File: config.mk
export PLATFORM = sky130hd
export DESIGN_NAME = delay_cal_ctrl
export DESIGN_NICKNAME = d
export VERILOG_FILES = /design/src/rtl/delay_cal_pkg.sv /design/src/rtl/delay_cal_win_eval.sv /design/src/rtl/delay_cal_ctrl.sv
export SDC_FILE = /design/constraint.sdc
export NUM_CORES = 1
export LEC_CHECK = 0
export CAP_MARGIN = 20
export CORE_AREA = 2 2 147 164
export DETAILED_ROUTE_END_ITERATION = 7
export DIE_AREA = 0 0 149 166
export PLACE_DENSITY = 0.46
export SYNTH_ARGS = -nofsm -noshare
export SYNTH_HDL_FRONTEND = slang
export SYNTH_SLANG_ARGS = --single-unit
File: constraint.sdc
create_clock -name clk -period 24.5 [get_ports clk]
set_input_delay 3.675 -clock clk [delete_from_list [all_inputs] [get_ports clk]]
set_output_delay 3.675 -clock clk [all_outputs]
set_load 0.01 [all_outputs]
File: src/rtl/delay_cal_pkg.sv
// ============================================================================
// Module   : delay_cal_pkg
// Purpose  : Shared constants and FSM state type for the delay calibrator.
// Revision : 1.0 - initial release
// ============================================================================
`default_nettype none

package delay_cal_pkg;

    localparam int TAP_W    = 4;
    localparam int NUM_TAPS = 16;

    typedef enum logic [2:0] {
        ST_IDLE    = 3'd0,
        ST_SETTLE  = 3'd1,
        ST_COMPARE = 3'd2,
        ST_STEP    = 3'd3,
        ST_EVAL    = 3'd4,
        ST_SEEK    = 3'd5,
        ST_FIN     = 3'd6
    } cal_state_e;

endpackage

`default_nettype wire

File: src/rtl/delay_cal_win_eval.sv
// ============================================================================
// Module   : delay_cal_win_eval
// Purpose  : Combinational search for the longest run of passing taps (no
//            wrap, lowest start wins ties) and the centre tap of that run.
// Revision : 1.0 - initial release
// ============================================================================
`default_nettype none

module delay_cal_win_eval
    import delay_cal_pkg::*;
(
    input  logic [NUM_TAPS-1:0] map,
    output logic [TAP_W-1:0]    lo,
    output logic [TAP_W:0]      len,
    output logic [TAP_W-1:0]    best_tap,
    output logic                none
);

    logic [TAP_W-1:0] w_run_lo;
    logic [TAP_W:0]   w_run_len;
    logic [TAP_W-1:0] w_half;

    always_comb begin
        lo        = '0;
        len       = '0;
        w_run_lo  = '0;
        w_run_len = '0;
        for (int i = 0; i < NUM_TAPS; i++) begin
            if (map[i]) begin
                if (w_run_len == '0) begin
                    w_run_lo = TAP_W'(i);
                end
                w_run_len = w_run_len + 5'd1;
                // Strict compare keeps the earliest run on equal length
                if (w_run_len > len) begin
                    len = w_run_len;
                    lo  = w_run_lo;
                end
            end else begin
                w_run_len = '0;
            end
        end
    end

    assign w_half   = TAP_W'((len - 5'd1) >> 1);
    assign best_tap = lo + w_half;
    assign none     = (len == '0);

endmodule

`default_nettype wire

File: src/rtl/delay_cal_ctrl.sv
// ============================================================================
// Module   : delay_cal_ctrl
// Purpose  : Sweeps a 16-tap var_delay15 line, records pass/fail per tap and
//            steps the line to the centre of the widest passing window.
//            Optional macro DELAY_CAL_STATUS_EN adds the pass_map_o port.
// Revision : 1.0 - initial release
// ============================================================================
`default_nettype none

module delay_cal_ctrl
    import delay_cal_pkg::*;
#(
    parameter int unsigned SETTLE_CYC = 4,
    parameter int unsigned CMP_CYC    = 32
)
(
    input  logic             clk,
    input  logic             rst,
    input  logic             start,
    input  logic             sample_in,
    input  logic             ref_in,
    output logic             inc_pulse,
    output logic [TAP_W-1:0] tap,
    output logic             busy,
    output logic             done,
    output logic             fail,
    output logic [TAP_W-1:0] best_tap
`ifdef DELAY_CAL_STATUS_EN
    ,
    output logic [NUM_TAPS-1:0] pass_map_o
`endif
);

    localparam logic [7:0]       c_settle_last = 8'(SETTLE_CYC - 1);
    localparam logic [7:0]       c_cmp_last    = 8'(CMP_CYC - 1);
    localparam logic [TAP_W-1:0] c_last_idx    = TAP_W'(NUM_TAPS - 1);

    cal_state_e          r_state;
    cal_state_e          w_next_state;
    logic [7:0]          r_cnt;
    logic [TAP_W-1:0]    r_idx;
    logic [TAP_W-1:0]    r_tap;
    logic [TAP_W-1:0]    r_base;
    logic [TAP_W-1:0]    r_best;
    logic                r_fail;
    logic                r_mismatch;
    logic                r_seek_gap;
    logic [NUM_TAPS-1:0] r_pass_map;
    logic [TAP_W-1:0]    w_tap_inc;

    logic [TAP_W-1:0]    w_lo;
    logic [TAP_W:0]      w_len;
    logic [TAP_W-1:0]    w_best;
    logic                w_none;
    logic                w_unused_eval;

    delay_cal_win_eval u_win_eval (
        .map      (r_pass_map),
        .lo       (w_lo),
        .len      (w_len),
        .best_tap (w_best),
        .none     (w_none)
    );

    assign w_unused_eval = ^{w_lo, w_len};
    assign w_tap_inc     = r_tap + 4'd1;

    always_ff @(posedge clk) begin
        if (rst) begin
            r_state <= ST_IDLE;
        end else begin
            r_state <= w_next_state;
        end
    end

    always_comb begin
        w_next_state = r_state;
        inc_pulse    = 1'b0;
        busy         = 1'b1;
        done         = 1'b0;
        case (r_state)
            ST_IDLE: begin
                busy = 1'b0;
                if (start) begin
                    w_next_state = ST_SETTLE;
                end
            end
            ST_SETTLE: begin
                if (r_cnt == c_settle_last) begin
                    w_next_state = ST_COMPARE;
                end
            end
            ST_COMPARE: begin
                if (r_cnt == c_cmp_last) begin
                    w_next_state = ST_STEP;
                end
            end
            ST_STEP: begin
                inc_pulse    = 1'b1;
                w_next_state = (r_idx == c_last_idx) ? ST_EVAL : ST_SETTLE;
            end
            ST_EVAL: begin
                // After a full sweep the line is back at base
                if (w_none || (w_best == r_base)) begin
                    w_next_state = ST_FIN;
                end else begin
                    w_next_state = ST_SEEK;
                end
            end
            ST_SEEK: begin
                if (!r_seek_gap) begin
                    inc_pulse = 1'b1;
                    if (w_tap_inc == r_best) begin
                        w_next_state = ST_FIN;
                    end
                end
            end
            ST_FIN: begin
                busy         = 1'b0;
                done         = 1'b1;
                w_next_state = ST_IDLE;
            end
            default: begin
                busy         = 1'b0;
                w_next_state = ST_IDLE;
            end
        endcase
    end

    always_ff @(posedge clk) begin
        if (rst) begin
            r_cnt      <= '0;
            r_idx      <= '0;
            r_tap      <= '0;
            r_base     <= '0;
            r_best     <= '0;
            r_fail     <= 1'b0;
            r_mismatch <= 1'b0;
            r_seek_gap <= 1'b0;
            r_pass_map <= '0;
        end else begin
            case (r_state)
                ST_IDLE: begin
                    if (start) begin
                        r_base     <= r_tap;
                        r_pass_map <= '0;
                        r_fail     <= 1'b0;
                        r_idx      <= '0;
                        r_cnt      <= '0;
                        r_mismatch <= 1'b0;
                    end
                end
                ST_SETTLE: begin
                    r_cnt <= (r_cnt == c_settle_last) ? 8'd0 : r_cnt + 8'd1;
                end
                ST_COMPARE: begin
                    if (sample_in != ref_in) begin
                        r_mismatch <= 1'b1;
                    end
                    r_cnt <= (r_cnt == c_cmp_last) ? 8'd0 : r_cnt + 8'd1;
                end
                ST_STEP: begin
                    r_pass_map[r_tap] <= ~r_mismatch;
                    r_mismatch        <= 1'b0;
                    r_tap             <= w_tap_inc;
                    r_idx             <= r_idx + 4'd1;
                    r_cnt             <= '0;
                end
                ST_EVAL: begin
                    if (w_none) begin
                        r_fail <= 1'b1;
                    end else begin
                        r_best <= w_best;
                    end
                    r_seek_gap <= 1'b0;
                end
                ST_SEEK: begin
                    if (!r_seek_gap) begin
                        r_tap      <= w_tap_inc;
                        r_seek_gap <= 1'b1;
                    end else begin
                        r_seek_gap <= 1'b0;
                    end
                end
                default: begin
                end
            endcase
        end
    end

`ifdef DELAY_CAL_STATUS_EN
    logic [NUM_TAPS-1:0] r_pass_map_last;

    always_ff @(posedge clk) begin
        if (rst) begin
            r_pass_map_last <= '0;
        end else if (r_state == ST_EVAL) begin
            r_pass_map_last <= r_pass_map;
        end
    end

    assign pass_map_o = r_pass_map_last;
`endif

    assign tap      = r_tap;
    assign best_tap = r_best;
    assign fail     = r_fail;

endmodule

`default_nettype wire

==> impl_results.md <==
- Status: completed
- Syn-to-layout area delta: 8.89%
- Pwr dens: 24.7 nW/µm²
- First-pass GRT wire length: 37,800 µm
- Total Wirelength: 22,500 µm
- Fin crit share: 92.8%
- Iteration-0 DRC Markers: 363
- Asr flop ratio synth: 0%
- Num rows: 59
- Final WS setup: 1770 ps
- Vias/cell: 5.46
- Number of buffers created by CTS: 5
- CP Class: reg2reg
- Synth Flop Type: dfxtp_1
- Startpoint Class: register
- Max-cap violations: 0
- Reg-to-reg slack, setup: 1770 ps
- Root Driver: clkbuf_16
- Ratio of cells with drive above 1 in the final layout: 9.32%
- Synth Register Bits: 46
- GRT Util Overall: 18.1%
- Post-synth EDFFs: 0
- Die Ht: 166 µm
- CP bufs+invs: 12
- Initial core utilization: 34.3%
- CP delay by family, top: compound AO/OA/AOI/OAI gates
- Port Buffers: 16
- Die area: 24,700 µm²
- GR Overflow Total: 0
- WP data arrival: 22,930 ps
- Final Setup Violations: 0
- Slew headroom: 48.9%
- Mapped Cells: 1,104
- Width of the die: 149 µm
- Hold_ws: 479 ps
- Drt wl/cell: 16.2 µm
- Filler cell count: 2,558
- CTS Buffer Depth: 2
- Number of global-route vias before repair: 7,363
- Leak pwr: 3.68 nW
- Hold path startpoint: fail
- Skew final: 8.85 ps
- Req. time, crit path: 24,700 ps
- Finished Core Util: 37.4%
- Crit path max fanout: 12
- Hold EP: fail
- Synth Area per Inst: 7.20 µm²
- R2R depth: 114
- Max Fclk: 44.0 MHz
- CTS tree: done
- Tightest Hold Check Type: reg2reg
- HPWL after DPL: 17,700 µm
- Residual DRC: 0
- Crit Reg-Reg Endpoint: r_state[1]
- N_diodes: 0
- Critical path's slowest cell: mux2_2
- Core box area: 23,200 µm²
- Area of the mapped netlist: 7950 µm²
- Clock sink count: 46
- Worst slew pin tran: 764 ps
- Crit path largest cell delay: 400 ps
- Netlist cell types: 98
- Fin crit period: 22,730 ps
- YS warnings: 0
- Initial antenna violation count: 0
- Synthesized Nets: 1,215
- Most used cell, CP: ha_1
- Final Hold Viols: 0
- # hold bufs at CTS: 0
- Top-level I/O count: 17
- DR pass1 iterations: 5
- Reg-to-reg critical path startpoint: r_pass_map[0]
- Clock transition at path regs: 70 ps
- DRT antenna net count: 0
- Final setup TNS: 0 ps
- Via count: 7,588
- Nature of the critical path endpoint: register
- CTS H-tree depth: 2
- Largest net degree at the start of global routing: 41
- Register area share after synthesis: 11.6%
- Hold Path Cell Cnt: 2
- Dpl ws: 161 ps
- Nets: 1,194
- Fin. max-slew vios: 0
- Max VDD drop: 0.0000291 V
- Clk Latency, worst-skew pair: 290 ps
- GP Congestion: 0.841
[logic make-up (layout without fill, tap and decap cells)]
kind of cell	Yosys count	in the layout	share of synthesized area, %
AND/OR/NAND/NOR	396	396	25.5
XOR/XNOR	41	41	6.01
multiplexers	43	43	5.84
buffers and inverters	154	134	7.41
AO/OA/AOI/OAI	318	318	26.9
adder cells (fa/ha/maj)	106	106	16.8
flip-flops	46	46	11.6
[placed cells by master, fill, tap and decap left out, types with 13 or more instances in the layout]
cell	Yosys	layout
mux2i_1	21	20
dfxtp_1	46	45
xor2_1	14	13
ha_1	105	103
nand2_1	113	112
nor2b_1	15	15
a21o_1	23	23
nand4_1	21	21
and2_1	14	13
nand3_1	39	39
a211oi_1	15	13
o21ai_0	60	59
mux2_2	20	20
inv_1	95	94
nor2_1	81	80
xnor2_1	18	18
a31oi_1	15	13
clkdlybuf4s50_1	0	16
a21oi_1	92	92
nor3_1	18	18
and3_1	19	19
[through the flow]
step / std cells / cell area (µm²) / total power (W)
2_1_floorplan: 1104 / 7950 / 0.000122
4_1_cts: 1387 / 8520 / 0.000217
5_1_grt: 1389 / 8660 / 0.000227
3_3_place_gp: 1379 / 8350 / 0.000137
3_5_place_dp: 1379 / 8350 / 0.000137
6_report: 1389 / 8660 / 0.000214
[cell type report]
cell class              count  area (µm²)  area share [%]
inverters                  98         368            4.25
flip-flops and latches     46         922            10.6
multi-input cells         904        6570            75.9
well taps                 305         382            4.41
repair buffers             28         250            2.89
clock buffers               5         125            1.44
clock inverters             3        43.8           0.506
[metal layers]
| layer | part of all wire (%) | track usage [%] |
|---|---|---|
| met5 | 0 | 0 |
| met1 | 51 | 26.0 |
| met3 | 1.4 | 0.989 |
| met4 | 0.61 | 2.57 |
| met2 | 47 | 30.3 |
[flip-flops by register name, summed over array words and instances (netlist names)]
signal and cells:
r_pass_map 16, best_tap 4, r_state 3, r_seek_gap 1, r_cnt 8, r_base 4
tap 4, fail 1, r_mismatch 1, r_idx 4
[power breakdown]
| part | internal [W] | switching (W) | leakage (nW) |
|---|---|---|---|
| Sequential | 0.0000779 | 0.00000746 | 0.372 |
| Clock | 0.0000484 | 0.0000313 | 0.0842 |
| Combinational | 0.0000191 | 0.0000302 | 3.23 |
[worst reg2reg max path: cells and delay by family (launching register included)]
| family | cells | cell delay, ps |
|---|---|---|
| flip-flops | 1 | 350 |
| AND/OR/NAND/NOR | 23 | 3080 |
| buffers and inverters | 12 | 1600 |
| AO/OA/AOI/OAI | 53 | 10280 |
| adder cells (fa/ha/maj) | 18 | 5160 |
| XOR/XNOR | 4 | 990 |
| multiplexers | 4 | 1220 |
[cells in the mapped netlist, types with 5 or more instances]
cell	instances	share of area (%)
a211oi_1	15	1.4
a21o_1	23	2.2
a21oi_1	92	5.8
a311oi_1	5	0.55
a31oi_1	15	1.2
and2_1	14	1.1
and3_1	19	1.5
buf_2	6	0.38
clkbuf_1	48	2.3
dfxtp_1	46	12
ha_1	105	17
inv_1	95	4.5
mux2_2	20	2.8
mux2i_1	21	2.6
nand2_1	113	5.3
nand2b_1	12	0.94
nand3_1	39	2.5
nand3b_1	5	0.47
nand4_1	21	1.7
nor2_1	81	3.8
nor2b_1	15	1.2
nor3_1	18	1.1
nor4_1	10	0.79
o211ai_1	7	0.66
o21a_1	8	0.76
o21ai_0	60	3.8
o21bai_1	6	0.57
o31a_1	6	0.66
o31ai_1	14	1.3
or2_2	7	0.55
or3_1	7	0.55
xnor2_1	18	2.0
xor2_1	14	1.5
[worst max path at each step]
stage | cells past startpoint | to | from
floorplan | 118 | r_state[1] | r_pass_map[1]
global placement | 115 | r_state[1] | r_pass_map[1]
detailed placement | 115 | r_state[1] | r_pass_map[1]
CTS | 114 | r_state[1] | r_pass_map[1]
global route | 115 | r_state[1] | r_pass_map[0]
finish | 114 | r_state[1] | r_pass_map[0]
[repair_timing]
action | CTS | global route
buffers inserted | 0 | 2
setup endpoints to repair | 0 | 7
resized for setup | 0 | 30
(Power assumes the default switching activity.)
